File: src/rtl/clk_prog_ctrl_if.sv
`default_nettype none
// ============================================================================
//  Module      : clk_prog_ctrl_if
//  Description : Bundle of the host-side command/status signals and the
//                DCM_CLKGEN PROG port signals of the clock programmer.
//                master = host/clock side, slave = clk_prog_ctrl.
//  Ports       : start, cmt_sel[1:0], m_val[7:0], d_val[7:0]  (host -> ctrl)
//                busy, done, err                              (ctrl -> host)
//                progen[N_CMT-1:0], progdata, progclk,
//                pll_reset                                    (ctrl -> clocks)
//                progdone_inv                                 (clocks -> ctrl)
//  Revision    : 1.0  initial release
// ============================================================================
interface clk_prog_ctrl_if #(
  parameter int N_CMT = 4
);
  logic             start;
  logic [1:0]       cmt_sel;
  logic [7:0]       m_val;
  logic [7:0]       d_val;
  logic             busy;
  logic             done;
  logic             err;
  logic [N_CMT-1:0] progen;
  logic             progdata;
  logic             progclk;
  logic             progdone_inv;
  logic             pll_reset;

  modport master (
    output start, cmt_sel, m_val, d_val, progdone_inv,
    input  busy, done, err, progen, progdata, progclk, pll_reset
  );

  modport slave (
    input  start, cmt_sel, m_val, d_val, progdone_inv,
    output busy, done, err, progen, progdata, progclk, pll_reset
  );
endinterface
`default_nettype wire

File: src/rtl/clk_prog_ctrl.sv
`default_nettype none
// ============================================================================
//  Module      : clk_prog_ctrl
//  Description : Serial programmer for the DCM_CLKGEN PROG port. Shifts LoadD,
//                LoadM and GO commands to the selected CMT, waits for
//                PROGDONE, then pulses pll_reset so the downstream PLL relocks.
//  Ports       : IFCLK  - sole clock
//                reset  - asynchronous active-high reset
//                bus    - clk_prog_ctrl_if.slave (command, status, PROG port)
//  Revision    : 1.0  initial release
// ============================================================================
module clk_prog_ctrl #(
  parameter int CLK_DIV     = 2,
  parameter int N_CMT       = 4,
  parameter int TIMEOUT     = 65535,
  parameter int PLL_RST_LEN = 16
) (
  input  logic           IFCLK,
  input  logic           reset,
  clk_prog_ctrl_if.slave bus
);
  localparam int SLOT = 2 * CLK_DIV;
  localparam int PW   = $clog2(SLOT);
  localparam int CW   = $clog2(TIMEOUT + PLL_RST_LEN + 1);

  localparam logic [PW-1:0] PH_LAST   = PW'(SLOT - 1);
  localparam logic [PW-1:0] PH_HIGH   = PW'(CLK_DIV);
  // Earliest WAIT_DONE cycle that may exit: two full slots after GO.
  localparam logic [CW-1:0] WAIT_MIN  = CW'(2 * SLOT - 1);
  localparam logic [CW-1:0] WAIT_LAST = CW'(TIMEOUT - 1);
  localparam logic [CW-1:0] PLL_LAST  = CW'(PLL_RST_LEN - 1);

  typedef enum logic [2:0] {
    S_IDLE      = 3'd0,
    S_LOAD_D    = 3'd1,
    S_GAP1      = 3'd2,
    S_LOAD_M    = 3'd3,
    S_GAP2      = 3'd4,
    S_GO        = 3'd5,
    S_WAIT_DONE = 3'd6,
    S_PLL_RST   = 3'd7
  } state_t;

  state_t           state_q, state_d;
  logic [PW-1:0]    phase_q, phase_d;      // cycle within the current bit slot
  logic [3:0]       bit_q, bit_d;          // slot index within the current state
  logic [CW-1:0]    cnt_q, cnt_d;          // WAIT_DONE / PLL_RST cycle counter
  logic [1:0]       sel_q, sel_d;
  logic [7:0]       dv_q, dv_d;            // D-1
  logic [7:0]       mv_q, mv_d;            // M-1
  logic [2:0]       sync_q, sync_d;        // [1] = synchronised, [2] = one cycle older
  logic             busy_q, busy_d;
  logic             done_q, done_d;
  logic             err_q, err_d;
  logic [N_CMT-1:0] progen_q, progen_d;
  logic             progdata_q, progdata_d;
  logic             progclk_q, progclk_d;
  logic             pll_reset_q, pll_reset_d;

  logic             slot_end;
  logic             args_bad;
  logic             done_seen;
  logic [9:0]       load_d_word;
  logic [9:0]       load_m_word;

  assign slot_end    = (phase_q == PH_LAST);
  assign args_bad    = (bus.m_val < 8'd2) || (bus.d_val == 8'd0) ||
                       (int'(bus.cmt_sel) >= N_CMT);
  // PROGDONE (active low) must be seen on two consecutive synchronised samples.
  assign done_seen   = !sync_q[1] && !sync_q[2];
  // Command words, LSB transmitted first: 2-bit opcode then the 8-bit value.
  assign load_d_word = {dv_d, 2'b01};
  assign load_m_word = {mv_d, 2'b11};

  always_comb begin
    state_d = state_q;
    phase_d = phase_q;
    bit_d   = bit_q;
    cnt_d   = cnt_q;
    sel_d   = sel_q;
    dv_d    = dv_q;
    mv_d    = mv_q;
    done_d  = 1'b0;
    err_d   = 1'b0;
    sync_d  = {sync_q[1:0], bus.progdone_inv};

    // progclk keeps running through WAIT_DONE, so the slot phase does too.
    if (state_q != S_IDLE && state_q != S_PLL_RST) begin
      phase_d = slot_end ? '0 : phase_q + PW'(1);
    end

    case (state_q)
      S_IDLE: begin
        if (bus.start) begin
          sel_d = bus.cmt_sel;
          dv_d  = bus.d_val - 8'd1;
          mv_d  = bus.m_val - 8'd1;
          if (args_bad) begin
            err_d = 1'b1;
          end else begin
            state_d = S_LOAD_D;
            phase_d = '0;
            bit_d   = '0;
          end
        end
      end
      S_LOAD_D: if (slot_end) begin
        if (bit_q == 4'd9) begin state_d = S_GAP1; bit_d = '0; end
        else bit_d = bit_q + 4'd1;
      end
      S_GAP1: if (slot_end) begin
        if (bit_q == 4'd1) begin state_d = S_LOAD_M; bit_d = '0; end
        else bit_d = bit_q + 4'd1;
      end
      S_LOAD_M: if (slot_end) begin
        if (bit_q == 4'd9) begin state_d = S_GAP2; bit_d = '0; end
        else bit_d = bit_q + 4'd1;
      end
      S_GAP2: if (slot_end) begin
        if (bit_q == 4'd1) begin state_d = S_GO; bit_d = '0; end
        else bit_d = bit_q + 4'd1;
      end
      S_GO: if (slot_end) begin
        state_d = S_WAIT_DONE;
        cnt_d   = '0;
      end
      S_WAIT_DONE: begin
        if (done_seen && cnt_q >= WAIT_MIN) begin
          state_d = S_PLL_RST;
          cnt_d   = '0;
        end else if (cnt_q == WAIT_LAST) begin
          state_d = S_IDLE;
          err_d   = 1'b1;
        end else begin
          cnt_d = cnt_q + CW'(1);
        end
      end
      S_PLL_RST: begin
        if (cnt_q == PLL_LAST) begin
          state_d = S_IDLE;
          done_d  = 1'b1;
        end else begin
          cnt_d = cnt_q + CW'(1);
        end
      end
      default: state_d = S_IDLE;
    endcase

    // Outputs are registered from the next-state values so every PROG pin
    // changes exactly at a slot boundary and is glitch free.
    busy_d      = (state_d != S_IDLE);
    pll_reset_d = (state_d == S_PLL_RST);
    progclk_d   = 1'b0;
    if (state_d inside {S_LOAD_D, S_GAP1, S_LOAD_M, S_GAP2, S_GO, S_WAIT_DONE}) begin
      progclk_d = (phase_d >= PH_HIGH);
    end
    progen_d = '0;
    if (state_d inside {S_LOAD_D, S_LOAD_M, S_GO}) begin
      progen_d = N_CMT'(1) << sel_d;
    end
    progdata_d = 1'b0;
    if (state_d == S_LOAD_D) progdata_d = load_d_word[bit_d];
    if (state_d == S_LOAD_M) progdata_d = load_m_word[bit_d];
  end

  always_ff @(posedge IFCLK or posedge reset) begin
    if (reset) begin
      state_q     <= S_IDLE;
      phase_q     <= '0;
      bit_q       <= '0;
      cnt_q       <= '0;
      sel_q       <= '0;
      dv_q        <= '0;
      mv_q        <= '0;
      sync_q      <= 3'b111;
      busy_q      <= 1'b0;
      done_q      <= 1'b0;
      err_q       <= 1'b0;
      progen_q    <= '0;
      progdata_q  <= 1'b0;
      progclk_q   <= 1'b0;
      pll_reset_q <= 1'b0;
    end else begin
      state_q     <= state_d;
      phase_q     <= phase_d;
      bit_q       <= bit_d;
      cnt_q       <= cnt_d;
      sel_q       <= sel_d;
      dv_q        <= dv_d;
      mv_q        <= mv_d;
      sync_q      <= sync_d;
      busy_q      <= busy_d;
      done_q      <= done_d;
      err_q       <= err_d;
      progen_q    <= progen_d;
      progdata_q  <= progdata_d;
      progclk_q   <= progclk_d;
      pll_reset_q <= pll_reset_d;
    end
  end

  assign bus.busy      = busy_q;
  assign bus.done      = done_q;
  assign bus.err       = err_q;
  assign bus.progen    = progen_q;
  assign bus.progdata  = progdata_q;
  assign bus.progclk   = progclk_q;
  assign bus.pll_reset = pll_reset_q;
endmodule
`default_nettype wire

File: src/flat_wrapper.sv
// flat-port wrapper written by rule: the top's interface ports become plain ports
module clk_prog_ctrl_flat 
#(
  parameter int CLK_DIV     = 2,
  parameter int N_CMT       = 4,
  parameter int TIMEOUT     = 65535,
  parameter int PLL_RST_LEN = 16
)
  (IFCLK, reset, bus_start, bus_cmt_sel, bus_m_val, bus_d_val, bus_progdone_inv, bus_busy, bus_done, bus_err, bus_progen, bus_progdata, bus_progclk, bus_pll_reset);
  clk_prog_ctrl_if #(.N_CMT(N_CMT)) bus_i ();
  input  logic IFCLK;
  input  logic reset;
  input wire logic [$bits(bus_i.start)-1:0] bus_start;
  input wire logic [$bits(bus_i.cmt_sel)-1:0] bus_cmt_sel;
  input wire logic [$bits(bus_i.m_val)-1:0] bus_m_val;
  input wire logic [$bits(bus_i.d_val)-1:0] bus_d_val;
  input wire logic [$bits(bus_i.progdone_inv)-1:0] bus_progdone_inv;
  output wire logic [$bits(bus_i.busy)-1:0] bus_busy;
  output wire logic [$bits(bus_i.done)-1:0] bus_done;
  output wire logic [$bits(bus_i.err)-1:0] bus_err;
  output wire logic [$bits(bus_i.progen)-1:0] bus_progen;
  output wire logic [$bits(bus_i.progdata)-1:0] bus_progdata;
  output wire logic [$bits(bus_i.progclk)-1:0] bus_progclk;
  output wire logic [$bits(bus_i.pll_reset)-1:0] bus_pll_reset;
  assign bus_i.start = bus_start;
  assign bus_i.cmt_sel = bus_cmt_sel;
  assign bus_i.m_val = bus_m_val;
  assign bus_i.d_val = bus_d_val;
  assign bus_i.progdone_inv = bus_progdone_inv;
  assign bus_busy = bus_i.busy;
  assign bus_done = bus_i.done;
  assign bus_err = bus_i.err;
  assign bus_progen = bus_i.progen;
  assign bus_progdata = bus_i.progdata;
  assign bus_progclk = bus_i.progclk;
  assign bus_pll_reset = bus_i.pll_reset;
  clk_prog_ctrl #(.CLK_DIV(CLK_DIV), .N_CMT(N_CMT), .TIMEOUT(TIMEOUT), .PLL_RST_LEN(PLL_RST_LEN)) u_core (.IFCLK(IFCLK), .reset(reset), .bus(bus_i));
endmodule
File: config.mk
export PLATFORM = sky130hd
export DESIGN_NAME = clk_prog_ctrl_flat
export DESIGN_NICKNAME = d
export VERILOG_FILES = /design/src/rtl/clk_prog_ctrl_if.sv /design/src/rtl/clk_prog_ctrl.sv /design/src/flat_wrapper.sv
export SDC_FILE = /design/constraint.sdc
export NUM_CORES = 1
export LEC_CHECK = 0
export ABC_AREA = 1
export CAP_MARGIN = 0
export CORE_MARGIN = 2
export CORE_UTILIZATION = 35
export CTS_BUF_LIST = sky130_fd_sc_hd__clkbuf_8
export DETAILED_ROUTE_END_ITERATION = 8
export PLACE_DENSITY = 0.64
export SKIP_CTS_REPAIR_TIMING = 1
export SYNTH_ARGS = -nofsm -noshare
export SYNTH_HDL_FRONTEND = slang
export SYNTH_SLANG_ARGS = --single-unit
File: constraint.sdc
create_clock -name IFCLK -period 5.1 [get_ports IFCLK]
set_clock_uncertainty 0.1 [all_clocks]
set_input_delay 0.51 -clock IFCLK [delete_from_list [all_inputs] [get_ports IFCLK]]
set_output_delay 0.51 -clock IFCLK [all_outputs]
set_load 0.03 [all_outputs]
Word-level counts from Yosys, hierarchy flattened --
Cells that the tools add are included.
Word-level totals: latch bits 0, word-level logic and storage cells 117, bits in read-only memories 0, output and inout bits 10, bits in registers 57, memory bits (writable) 0, memories 0
Cells by class: shift operators 1, divide/modulo/power cells 0, eq/ne operators 23, add/subtract/negate cells 5, bitwise logic cells 0, $mul 0, order comparisons 4, muxes and demuxes 53, reductions and logical operators 16
Operator list (count):
- $mux 17 | 4
- $pmux 17 s3 | 1
- $mux 3 | 14
- $mux 8 | 4
- $mux 4 | 7
- $eq 3x3->1 const B | 8
- $pmux 3 s8 | 1
- $add 17x1->17 const B | 1
- $eq 17x16->1 const B | 1
- $eq 17x4->1 const B | 1
- $ge 17x3->1 const B | 1
- $sub 8x1->8 const B | 2
- $mux 2 | 7
- $eq 3x2->1 const B | 4
- $pmux 4 s3 | 1
- $reduce_bool 3->1 | 4
- $mux 1 | 11
- $bmux 1 s4 | 2
- $logic_not 8->1 | 1
- $lt 8x2->1 const B | 1
- $eq 3x1->1 const B | 2
- $reduce_bool 6->1 | 1
- $lt 4x5->1 const B | 1
- $add 4x1->4 const B | 1
- 17 further kinds | 21

Depth between registers and ports, before layout --
word-level depth 9, gate-level depth with buffers 15, depth with buffers taken out 15

Worst setup path before layout --
OpenSTA, ideal clock, no wires.
kind input -> register, from in bus_d_val[0], to reg u_core.progdata_q, in the netlist u_core.bus.progdata, buffers on the path 0, required time 4.884 ns, arrival 1.661 ns, cell stages on the path 15, library setup time 0.116 ns, slack 3.222 ns, path through inv_1 -> ha_1 -> nand2_1 -> nor2_1 -> nand2_1 -> nand3_2 -> nand2_1 -> inv_2 -> nand2_4 -> nand2_1 -> nand3_1 -> nand3_1 -> nand3_1 -> nand2_1 -> nand2_1
On the way: cells in the longest elaborated chain, start to end 9
RTL lines:
- from (decl) | line flat_wrapper.sv:16 | input wire logic [$bits(bus_i.d_val)-1:0] bus_d_val;
- branches (longest 8 deep; another with $sub 8x1->8)
- $mux 1 (*) | line clk_prog_ctrl.sv:163 | if (state_d == S_LOAD_M) progdata_d = load_m_word[bit_d];
- net u_core.progdata_d | line clk_prog_ctrl.sv:56 | logic progdata_q, progdata_d;
- to (signal assigned) | line clk_prog_ctrl.sv:196 | progdata_q <= progdata_d;
- to (decl) | line clk_prog_ctrl.sv:56
Mark *: on every way through the listed nets, which the timed path passes. The select of a mux whose other input is x is not followed. A chain may end at the register's enable or synchronous reset.

Worst setup path after layout --
from reg u_core.cnt_q[1], to reg u_core.cnt_q[8]
On the way: cells in the longest elaborated chain, start to end 4
RTL lines:
- from (decl) | line clk_prog_ctrl.sv:47 | logic [CW-1:0] cnt_q, cnt_d;
- from (signal assigned) | line clk_prog_ctrl.sv:187 | cnt_q <= cnt_d;
- $add 17x1->17 / $ge 17x3->1 (equally long branches) | line clk_prog_ctrl.sv:135, clk_prog_ctrl.sv:143, clk_prog_ctrl.sv:128
- $mux 17 / $logic_and 1x1->1 (equally long branches) | line clk_prog_ctrl.sv:131, clk_prog_ctrl.sv:128
- $mux 17 / $ne 3x2->1 (equally long branches)
- $pmux 17 s3 / $reduce_and 4->1 (equally long branches)
Several ways; a longest one is shown, not always the timed one. The select of a mux whose other input is x is not followed.

==> results_dict.tcl <==
set metrics [dict create \
    die_h_um 106.3 \
    ys_ff_latch 57 \
    cts.sinks 57 \
    clock.fmax_ghz 0.4129 \
    gp_congestion 0.9076 \
    areaGrowthSynthToFinish_pct 18.05 \
    hp-start "u_core.sync_q[0]$_DFF_PP1_" \
    synth_cell_type_count 39 \
    seqCellArea_um2 1430 \
    drc_errors 0 \
    clock_latency_ns 0.34 \
    end_kind "register" \
    syn_avg_cell_area_um2 7.105 \
    setup_viol 0 \
    clk_pin_slew_ns 0.08 \
    via_per_inst 4.874 \
    critPathLaunch "u_core.cnt_q[1]$_DFFE_PP0P_" \
    synth-edff-count 0 \
    firstDrtPassIters 4 \
    p_leak_nw 2.216 \
    first_iter_violations 166 \
    hold_ws_ns 0.2582 \
    postLayoutCoreUtil 0.4230 \
    arrival_ns 2.55 \
    synthTopCellsByArea "dfrtp_1 37%, nand2_1 14%, nand3_1 6.6%" \
    cts-root-buf "clkbuf_8" \
    via_count 3378 \
    max_slew_margin 0.5235 \
    drv_slew 0 \
    synth_area_um2 3666 \
    worst_ep_required_time_ns 5.23 \
    dp_hpwl_mm 6.432 \
    yosys.area.top_type "dfrtp_1" \
    ys_seq_area_frac 0.3901 \
    rsz0062_at_grt "false" \
    fillers 1034 \
    met3_length_um 338 \
    die_w_um 106.3 \
    yosysWarningCount 0 \
    antenna_found_initial 0 \
    maxCapViolations 0 \
    fin_nets 582 \
    grt_overflow 0 \
    antenna_cells 0 \
    start_kind "register" \
    worst_pin_slew_ns 0.7148 \
    ys.flop_type "dfrtp_1" \
    cts_tree "done" \
    ir_drop_mv 0.09393 \
    period_share 0.4749 \
    period_minus_slack_ns 2.422 \
    synthesis.nets 546 \
    rows 37 \
    grt_pass1_wl_mm 15.35 \
    synthCells 516 \
    initial_utilization 0.3583 \
    wl_met1_mm 3.991 \
    cts_max_level 3 \
    final.setup.worst_slack_ns 2.678 \
    grt_use_total 0.1681 \
    route.top_layer_used "met4" \
    powerDensity_nw_per_um2 230.0 \
    die-area_um2 11310 \
    grt_pass1_vias 3358 \
    io_pins 32 \
    numCtsBuffers 9 \
    multi_input_area_um2 1897 \
    power_w 0.0009954 \
    yosys.area.top_type_share 0.3686 \
    hold_path.class "reg -> reg" \
    cp_max_fo 18 \
    clock_path_buffers 2 \
    port_buffers 31 \
    wirelength_mm 8.679 \
    wl_per_cell_um 12.52 \
    tns_ns 0 \
    postSynth.asyncResetShare 1.000 \
    crit-reg2reg-launch "u_core.cnt_q[1]$_DFFE_PP0P_" \
    drive_gt1_frac 0.1041 \
    core-area_um2 10230 \
    final_antenna_net_count 0 \
    grt_start_max_net_pins 58 \
    wl_met2_mm 4.198 \
    dp_slack_ns 2.456 \
    hold_viol 0 \
    status "finished, final reports clean" \
    path_class "reg -> reg" \
]
-- sequential cells by signal, indices dropped and copies added (netlist names), 2 cells and up --
register           count
u_core.bit_q           4
u_core.bus.progen      4
u_core.cnt_q          17
u_core.dv_q            8
u_core.mv_q            8
u_core.phase_q         2
u_core.sel_q           2
u_core.state_q         3
u_core.sync_q          3
-- critical path, cell delays in order (launching register included) --
cell and delay, ns:
dfrtp_1 0.42, ha_1 0.28, nand2_1 0.10, nor2_1 0.04, nor2_1 0.11, nand3_1 0.14, a21oi_1 0.21, nand2_1 0.16
nand2_2 0.25, inv_2 0.21, nand3_1 0.14, nand2_1 0.06, nand2_1 0.05, nor2_1 0.04
-- layout make-up --
cell class                 count  area share
clock buffer                   9     0.02862
multi-input combinational    377      0.4383
sequential                    57      0.3304
tap                          136     0.03932
inverter                      75     0.06620
clock inverter                 7     0.02371
timing repair buffer          32     0.07343
-- cells in the mapped netlist (3+ instances only) --
cell	instances
a21boi_1	5
a21oi_1	12
a21oi_2	3
buf_2	3
dfrtp_1	54
dfstp_2	3
ha_1	8
inv_1	64
inv_2	10
mux2i_1	3
nand2_1	139
nand2_2	7
nand3_1	48
nand3b_1	4
nand4_1	10
nor2_1	63
nor2_2	3
nor3_1	8
o21ai_0	17
o21ai_1	14
or2_2	3
xor2_1	9
-- path summary, 6_finish.rpt --
| check | to | slack, ns | cells after the start |
|---|---|---|---|
| hold / removal | u_core.sync_q[1]$_DFF_PP1_ | 0.26 | 0 |
| setup / recovery | u_core.cnt_q[8]$_DFFE_PP0P_ | 2.68 | 13 |
| hold reg to reg | u_core.sync_q[1]$_DFF_PP1_ | 0.26 | 0 |
| max in group asynchronous | u_core.cnt_q[8]$_DFFE_PP0P_ | 3.84 | 3 |
| min in group asynchronous | u_core.state_q[1]$_DFF_PP0_ | 0.58 | 3 |
| setup reg to reg | u_core.cnt_q[8]$_DFFE_PP0P_ | 2.68 | 13 |
-- power breakdown --
part / switching [W] / total, W / internal [W]
combinational: 0.0000264 / 0.0000480 / 0.0000216
sequential: 0.000000400 / 0.000454 / 0.000454
clock: 0.000213 / 0.000493 / 0.000280
total: 0.000240 / 0.000995 / 0.000755
-- layer usage --
metal	global-route usage	vias up
li1	-	1724
met1	0.2132	1567
met2	0.2839	70
met3	0.03066	17
met4	0.06391	0
met5	0	-
-- placed cells by master (no fill, tap or decap), types with 2 or more instances in the layout --
master / netlist / final
nand2_1: 139 / 139
inv_1: 64 / 63
nor2_1: 63 / 63
dfrtp_1: 54 / 54
nand3_1: 48 / 48
clkdlybuf4s50_1: 0 / 31
o21ai_0: 17 / 17
o21ai_1: 14 / 14
a21oi_1: 12 / 12
inv_2: 10 / 11
nand4_1: 10 / 10
xor2_1: 9 / 9
clkbuf_8: 0 / 9
nor3_1: 8 / 8
ha_1: 8 / 8
nand2_2: 7 / 7
a21boi_1: 5 / 5
nand3b_1: 4 / 4
inv_6: 1 / 3
nor2_2: 3 / 3
a21oi_2: 3 / 3
or2_2: 3 / 3
mux2i_1: 3 / 3
dfstp_2: 3 / 3
nor2_4: 2 / 2
nand3_2: 2 / 2
xnor2_1: 2 / 2
nor3_2: 2 / 2
nand2_4: 2 / 2
a31oi_1: 2 / 2
nor4_1: 2 / 2
clkinv_4: 0 / 2
bufinv_16: 0 / 2
-- through the flow --
stage / std cells / instance area [um2]
finish: 693 / 4328
global route: 693 / 4328
global placement: 677 / 4101
CTS: 693 / 4328
floorplan: 516 / 3666
detailed placement: 677 / 4101
-- cell families (layout without fill, tap and decap cells) --
kind of cell	count (synthesis)	in the layout	synth area share
AOI/OAI and AO/OA	58	58	0.09181
xor gates and xnor gates	11	11	0.02628
adders and majority gates	8	8	0.02730
buffers and inverters	82	123	0.09249
DFF	57	57	0.3901
muxes	3	3	0.008191
and+or+nand+nor	297	297	0.3638
No activity file was read; power rests on OpenSTA's default activity.
